<file path="config.mk">
export PLATFORM = sky130hd
export DESIGN_NAME = router_in_port
export DESIGN_NICKNAME = d
export VERILOG_FILES = /design/src/rtl/router_in_port.sv
export SDC_FILE = /design/constraint.sdc
export NUM_CORES = 2
export LEC_CHECK = 0
export BUFFER_PORTS_ARGS = -buffer_cell sky130_fd_sc_hd__buf_4
export CORE_MARGIN = 2
export CORE_UTILIZATION = 55
export DETAILED_ROUTE_END_ITERATION = 16
export MAX_ROUTING_LAYER = met4
export PLACE_DENSITY = 0.75
export SLEW_MARGIN = 40
export SYNTH_ARGS = -nofsm -noshare
export SYNTH_HDL_FRONTEND = slang
export SYNTH_SLANG_ARGS = --single-unit
</file>
<file path="constraint.sdc">
create_clock -name clk -period 14.09 [get_ports clk]
set_input_delay 1.409 -clock clk [delete_from_list [all_inputs] [get_ports clk]]
set_output_delay 1.409 -clock clk [all_outputs]
set_load 0.01 [all_outputs]
</file>
<file path="src/rtl/router_in_port.sv">
// router_in_port: mesh router input stage; flit FIFO, XY route decode, packet-locked request. Optional counter: ROUTER_IN_PORT_CNT_EN
module router_in_port #(
  parameter int         FIFO_DEPTH = 16,
  parameter int         PORT_WIDTH = 128,
  parameter logic [3:0] LOCAL_X    = 4'd0,
  parameter logic [3:0] LOCAL_Y    = 4'd0
)(
  input  logic                          clk,
  input  logic                          rst_n,
  input  logic                          s_tvalid,
  output logic                          s_tready,
  input  logic [PORT_WIDTH-1:0]         s_tdata,
  input  logic                          s_tlast,
  output logic [4:0]                    req,
  input  logic [4:0]                    gnt,
  output logic [PORT_WIDTH-1:0]         out_msg,
  output logic                          out_last,
  output logic                          full,
  output logic                          empty,
  output logic [$clog2(FIFO_DEPTH):0]   level,
  output logic [15:0]                   flit_cnt
);
  localparam int AW = $clog2(FIFO_DEPTH);
  typedef enum logic {HEAD, BODY} state_t;
  state_t r_state, w_next;
  logic [PORT_WIDTH:0] r_mem [FIFO_DEPTH];
  logic [AW:0] r_wptr, r_rptr;
  logic [4:0] r_dir, w_route;
  logic [PORT_WIDTH:0] w_head;
  logic [3:0] w_dst_x, w_dst_y;
  logic w_push, w_pop;
  assign empty    = r_wptr == r_rptr;
  assign full     = (r_wptr[AW-1:0] == r_rptr[AW-1:0]) && (r_wptr[AW] != r_rptr[AW]);
  assign level    = r_wptr - r_rptr;
  assign s_tready = !full;
  assign w_push   = s_tvalid && !full;
  assign w_pop    = |(req & gnt);
  assign w_head   = empty ? '0 : r_mem[r_rptr[AW-1:0]];
  assign {out_last, out_msg} = w_head;
  assign w_dst_x  = w_head[PORT_WIDTH-9 -: 4];
  assign w_dst_y  = w_head[PORT_WIDTH-13 -: 4];
  assign w_route  = w_dst_x > LOCAL_X ? 5'b00100 :
                    w_dst_x < LOCAL_X ? 5'b10000 :
                    w_dst_y > LOCAL_Y ? 5'b00010 :
                    w_dst_y < LOCAL_Y ? 5'b01000 : 5'b00001;
  // flit storage; tlast kept as the top bit of each entry
  always_ff @(posedge clk)
    if (w_push) r_mem[r_wptr[AW-1:0]] <= {s_tlast, s_tdata};
  // read/write pointers, one extra wrap bit for full/empty disambiguation
  always_ff @(posedge clk or negedge rst_n)
    if (!rst_n) begin
      r_wptr <= '0;
      r_rptr <= '0;
    end else begin
      if (w_push) r_wptr <= r_wptr + 1'b1;
      if (w_pop)  r_rptr <= r_rptr + 1'b1;
    end
  // state register; direction locked when a non-tail head flit leaves
  always_ff @(posedge clk or negedge rst_n)
    if (!rst_n) begin
      r_state <= HEAD;
      r_dir   <= 5'b00001;
    end else begin
      r_state <= w_next;
      if (w_pop && r_state == HEAD && !out_last) r_dir <= w_route;
    end
  // request decode on head flits, locked direction for the rest of the packet
  always_comb begin
    req    = empty ? 5'b00000 : (r_state == HEAD ? w_route : r_dir);
    w_next = w_pop ? (out_last ? HEAD : BODY) : r_state;
  end
`ifdef ROUTER_IN_PORT_CNT_EN
  logic [15:0] r_cnt;
  // saturating count of forwarded flits
  always_ff @(posedge clk or negedge rst_n)
    if (!rst_n) r_cnt <= '0;
    else if (w_pop && r_cnt != 16'hFFFF) r_cnt <= r_cnt + 1'b1;
  assign flit_cnt = r_cnt;
`else
  assign flit_cnt = '0;
`endif
endmodule

</file>
After elaboration in Yosys (flattened, before gate mapping)
Memories as Yosys holds them, arrays and structs flattened.
Index checks and enable logic that the tools add are counted.
{"block": "word_totals", "latchBits": 0, "register_bits": 16, "out_inout_bits": 158, "romBits": 0, "n_memories": 1, "mem_bits_rw": 2064, "elab_cells": 34}
{"name": "r_mem", "words": 16, "width": 129, "rd": 1, "rd_clocked_by_memory_dff": 0, "wr": 1, "line": "26", "text": "logic [PORT_WIDTH:0] r_mem [FIFO_DEPTH];"}
{"block": "classes", "bitwise": 2, "addsub": 3, "n_lt_le_gt_ge": 4, "n_reduce_logical": 7, "muxes": 10, "shift": 0, "div": 0, "n_eq_ne": 3, "mul": 0}
{"operator": "two-way mux 129 bit", "n": 1}
{"operator": "two-way mux 5 bit", "n": 4}
{"operator": "adder 5 x 1 -> 5 bit (second input constant)", "n": 2}
{"operator": "greater-than comparator 4 x 1 -> 1 bit (second input constant)", "n": 2}
{"operator": "less-than comparator 4 x 1 -> 1 bit (second input constant)", "n": 2}
{"operator": "two-way mux 4 bit", "n": 2}
{"operator": "AND 5 bit", "n": 1}
{"operator": "== test 5 bit", "n": 1}
{"operator": "OR reduction 5 bit", "n": 1}
{"operator": "subtractor 5 bit", "n": 1}
{"operator": "== test 4 bit", "n": 1}
{"operator": "logical AND 1 bit", "n": 4}
{"operator": "two-way mux 1 bit", "n": 3}
{"operator": "zero test 1 bit", "n": 2}
{"operator": "!= test 1 bit", "n": 1}
{"operator": "NOT 1 bit", "n": 1}

Longest topological paths before layout
{"block": "logic_depth", "word_depth": 13, "mapped_depth": 17, "depth_no_buf": 11}

Worst setup path before layout
OpenSTA, ideal clock, no wires.
{"block": "synth_timing", "path_kind": "reg2reg", "start": "register r_rptr[1]", "end": "memory r_mem[3][0] in the netlist's numbering, enable pin", "arrival_time_ps": 14686, "setup_ps": 934, "setup_slack_ps": -1530, "stages_incl_launch_ff": 13, "required_time_ps": 13156, "path_cell_list": "dfrtp_1 > buf_2 > buf_2 > buf_2 > buf_2 > buf_2 > buf_1 > inv_1 > ha_1 > and4_1 > nand2_1 > nand2_1 > nor4_1"}
{"block": "synth_between", "elab_chain_cells": 6}
{"item": "start: declaration", "line": "27", "text": "logic [AW:0] r_wptr, r_rptr;"}
{"item": "start signal: assignment", "line": "56", "text": "if (w_pop) r_rptr <= r_rptr + 1'b1;"}
{"item": "== test 4 bit", "line": "33", "text": "assign full = (r_wptr[AW-1:0] == r_rptr[AW-1:0]) && (r_wptr[AW] != r_rptr[AW]);"}
{"item": "logical AND 1 bit", "line": "33"}
{"item": "zero test 1 bit"}
{"item": "net s_tready", "line": "11", "text": "output logic s_tready,"}
{"item": "logical AND 1 bit", "line": "36", "text": "assign w_push = s_tvalid && !full;"}
{"item": "two-way mux 1 bit", "line": "48", "text": "if (w_push) r_mem[r_wptr[AW-1:0]] <= {s_tlast, s_tdata};"}
{"item": "two-way mux 1 bit (not written as such)", "line": "48"}
{"item": "end: declaration", "line": "26"}
The timed path passes the listed nets, and every way through them passes these cells.

Final worst setup path
{"block": "layout_timing", "start": "register r_rptr[0]", "end": "output port out_msg[42]"}
{"block": "layout_between", "elab_chain_cells": 2, "word_cells_on_any_way": 3}
{"item": "memory (16 x 129 bit) or == test 5 bit (tied branches)"}
{"item": "two-way mux 129 bit *", "line": "38", "text": "assign w_head = empty ? '0 : r_mem[r_rptr[AW-1:0]];"}
{"item": "end: declaration", "line": "16", "text": "output logic [PORT_WIDTH-1:0] out_msg,"}
Mark *: on every way between the ends. The rest lies on a longest branch, timed or not.

==> results by group <==
Setup path
  – Buf/Inv on CP: 5
  – Crit path capture type: primary output
  – Worst EP arrival: 5.29 ns
  – CP delay by family, top: buffers and inverters
  – Worst-path maximum fanout: 54
  – WP data required: 12.68 ns
  – CP Cell Sequence: buf_6 -> buf_6 -> buf_12 -> buf_16 -> mux4_2 -> mux4_2 -> and2_1 -> buf_4
  – Slowest CP cell: dfrtp_4
  – CP startpoint kind: flop
  – Crit-path max cell delay: 0.87 ns
  – Crit Path Class: reg2out

Finish
  – Fillcell total: 9052
  – Area of the multi-input gates: 16360 um2
  – Area Overhead vs Synth: 14.12%
  – Layout cells sized above 1: 33.45%
  – Register Area: 62340 um2
  – Nets: 3737
  – Post-Layout Cell Count: 5666
  – Finished Cell Area: 90670 um2
  – Post-Route Utilization: 63.20%

Die
  – Die height: 384.1 um
  – Die ar.: 147500 um2
  – Boundary Pins: 295
  – Initial Util: 55.38%
  – CORE AREA: 143500 um2
  – Die X: 384.1 um
  – # rows: 139

Clock tree
  – Cts bufs inserted: 197
  – CTS root buf: clkbuf_16
  – Clock-pin slew on the worst setup and hold paths: 0.06 ns
  – CTS H-tree lvls: 4
  – Clock Latency Late Sink: 0.82 ns
  – Post-CTS Hold Buffers: 0
  – Post-CTS Setup Inserts: 0
  – Num Clock Sinks: 2078
  – Bufs on Longest Clock Path: 3
  – CTS tree: done
  – CTS resizes: 0

Power
  – Pwr/cell area: 209.1 nW/um2
  – P_sw: 5.579 mW
  – Leakage power: 28.76 nW
  – Int Power: 13.38 mW
  – Sequential share of power: 40.4%
  – Sw frac: 29.42%
  – Tot Pwr: 18.96 mW
  – Combinational share of power: 32.4%
  – Clock Power Share: 27.2%
  – Maximum VDD drop: 174.3 uV

STA
  – Final critical-path required period: 6.696 ns
  – Final setup viols: 0
  – Max_slew headroom: 42.42%
  – Final worst slack: 7.394 ns
  – Total negative slack: 0 ns
  – Crit share post-route: 47.52%
  – RSZ-0062 raised after global routing: no
  – Clk_skew: 0.02230 ns
  – FMAX: 0.1493 GHz
  – Worst Tran Pin Value: 0.8636 ns
  – Max-slew violations: 0
  – Hold Vio Cnt, Final: 0
  – Hold Worst Slack: 0.4368 ns

Yosys
  – Seq/Total Area, Yosys: 78.45%
  – Syn_area_per_cell: 24.85 um2
  – Xor/xnor share of the synthesized area: 0.1433%
  – Synth Register Bits: 2078
  – Synthesized instance count: 3198
  – Post-Synth Adder-Cell Area: 0.1669%
  – Post-synthesis mux area share: 18.19%
  – Post-synthesis simple-gate area fraction: 1.427%
  – Synth warn: 0
  – Compound-gate portion of the synthesized area: 0.4393%
  – Largest family of logic cells by synthesized area: multiplexers
  – Dominant synthesized flop cell: edfxtp_1
  – Synth async-reset ratio: 0.6737%
  – Library cells used by synthesis: 48
  – Mapped cell area: 79450 um2
  – Number of enable flip-flop cells after synthesis: 2064

Flow run
  – Max cap viols: 0

GRT
  – Largest net degree at the start of global routing: 136
  – Global route overflow: 0
  – First-pass GRT wire length: 257700 um
  – Initial antenna violation count: 11
  – Tot GR Track Use: 25.21%
  – Vias in the first global route: 36791

Placement
  – IO buf count: 274
  – Placed cell count: 5293
  – Place WS: 8.060 ns
  – HPWL after DPL: 91840 um
  – Placed instance area: 84310 um2
  – GPL Wtd Cong: 0.7556

Detailed routing
  – First-pass DRT Iterations: 7
  – 1st-iter DRT viols: 4410
  – Routed wire length: 178900 um
  – Drt drc: 0
  – Per-cell routed wire length: 31.58 um
  – Antenna viol nets, final: 0
  – Via density: 6.402
  – Via count: 36272

Run status
  – Status: finished, final reports clean

Min path
  – Worst hold-check path type: in2async
## flip-flops by register name (all words and copies together) (netlist names)
signal,cells
r_mem,2064
r_dir,3
r_state,1
r_wptr,5
r_rptr,5
## Yosys cell counts (13+ instances only)
master,number,area share [%]
and2_1,124,0.98
buf_2,57,0.36
a22oi_1,16,0.15
nand2_1,13,0.061
clkbuf_1,94,0.44
nand4_1,13,0.10
dfrtp_1,13,0.41
mux4_2,607,17
nor2_1,16,0.076
edfxtp_1,2064,78
inv_1,15,0.071
mux4_1,14,0.46
buf_4,19,0.18
mux2i_1,40,0.50
## cell families (layout without fill, tap and decap cells)
group           count (synthesis)  in the layout
flops                        2078           2078
buf+inv                       198            732
other cells                     1             32
fa+ha+maj                      10             10
xor+xnor                       13             13
simple gates                  189            189
compound gates                 47             47
mux                           662            662
## routing by layer
metal,track usage [%],share of wire [%]
met1,33.69,38
met2,40.73,51
met5,-,0
met4,7.473,2.8
met3,4.002,7.5
## cell type report
cell class,instances,share of cell area [%]
Tap cell,1903,2.626
Timing Repair Buffer,358,3.528
Sequential cell,2078,68.75
Antenna cell,14,0.03864
Multi-Input combinational cell,939,18.05
Clock inverter,98,1.141
Clock buffer,260,5.791
Inverter,16,0.07451
## power groups by stage
stage,sequential [mW],combinational [mW],clock (mW)
floorplan,7.84,3.96,0
detailed placement,7.77,6.20,0
global route,7.69,6.51,5.47
global placement,7.79,6.06,0
finish,7.66,6.15,5.16
CTS,7.66,6.25,5.24
## placed cells by master, fill, tap and decap left out, types with 13 or more instances in the layout
master	Yosys	final
clkbuf_1	94	59
buf_16	0	13
mux4_1	14	14
mux4_2	607	607
clkinv_2	0	25
and2_1	124	124
mux2i_1	40	40
buf_4	19	307
buf_6	1	25
edfxtp_1	2064	2064
bufinv_16	0	17
diode_2	0	14
clkinv_1	1	40
nand4_1	13	13
clkbuf_16	0	201
inv_1	15	15
conb_1	1	18
a22oi_1	16	16
## final timing paths
path	startpoint	end	slack, ns	cells past startpoint
worst max-delay path	r_rptr[0]$_DFFE_PN0P_	out_msg[42]	7.39	8
worst min-delay path	rst_n	r_wptr[1]$_DFFE_PN0P_	0.44	1
worst max register to register	r_rptr[2]$_DFFE_PN0P_	r_mem[9][124]$_DFFE_PP_	9.10	10
worst min register to register	r_dir[2]$_DFFE_PN0P_	r_dir[2]$_DFFE_PN0P_	0.51	1
max in group asynchronous	rst_n	r_dir[0]$_DFFE_PN1P_	13.40	1
min in group clk	r_dir[2]$_DFFE_PN0P_	r_dir[2]$_DFFE_PN0P_	0.51	1
No activity file was read; power rests on OpenSTA's default activity.
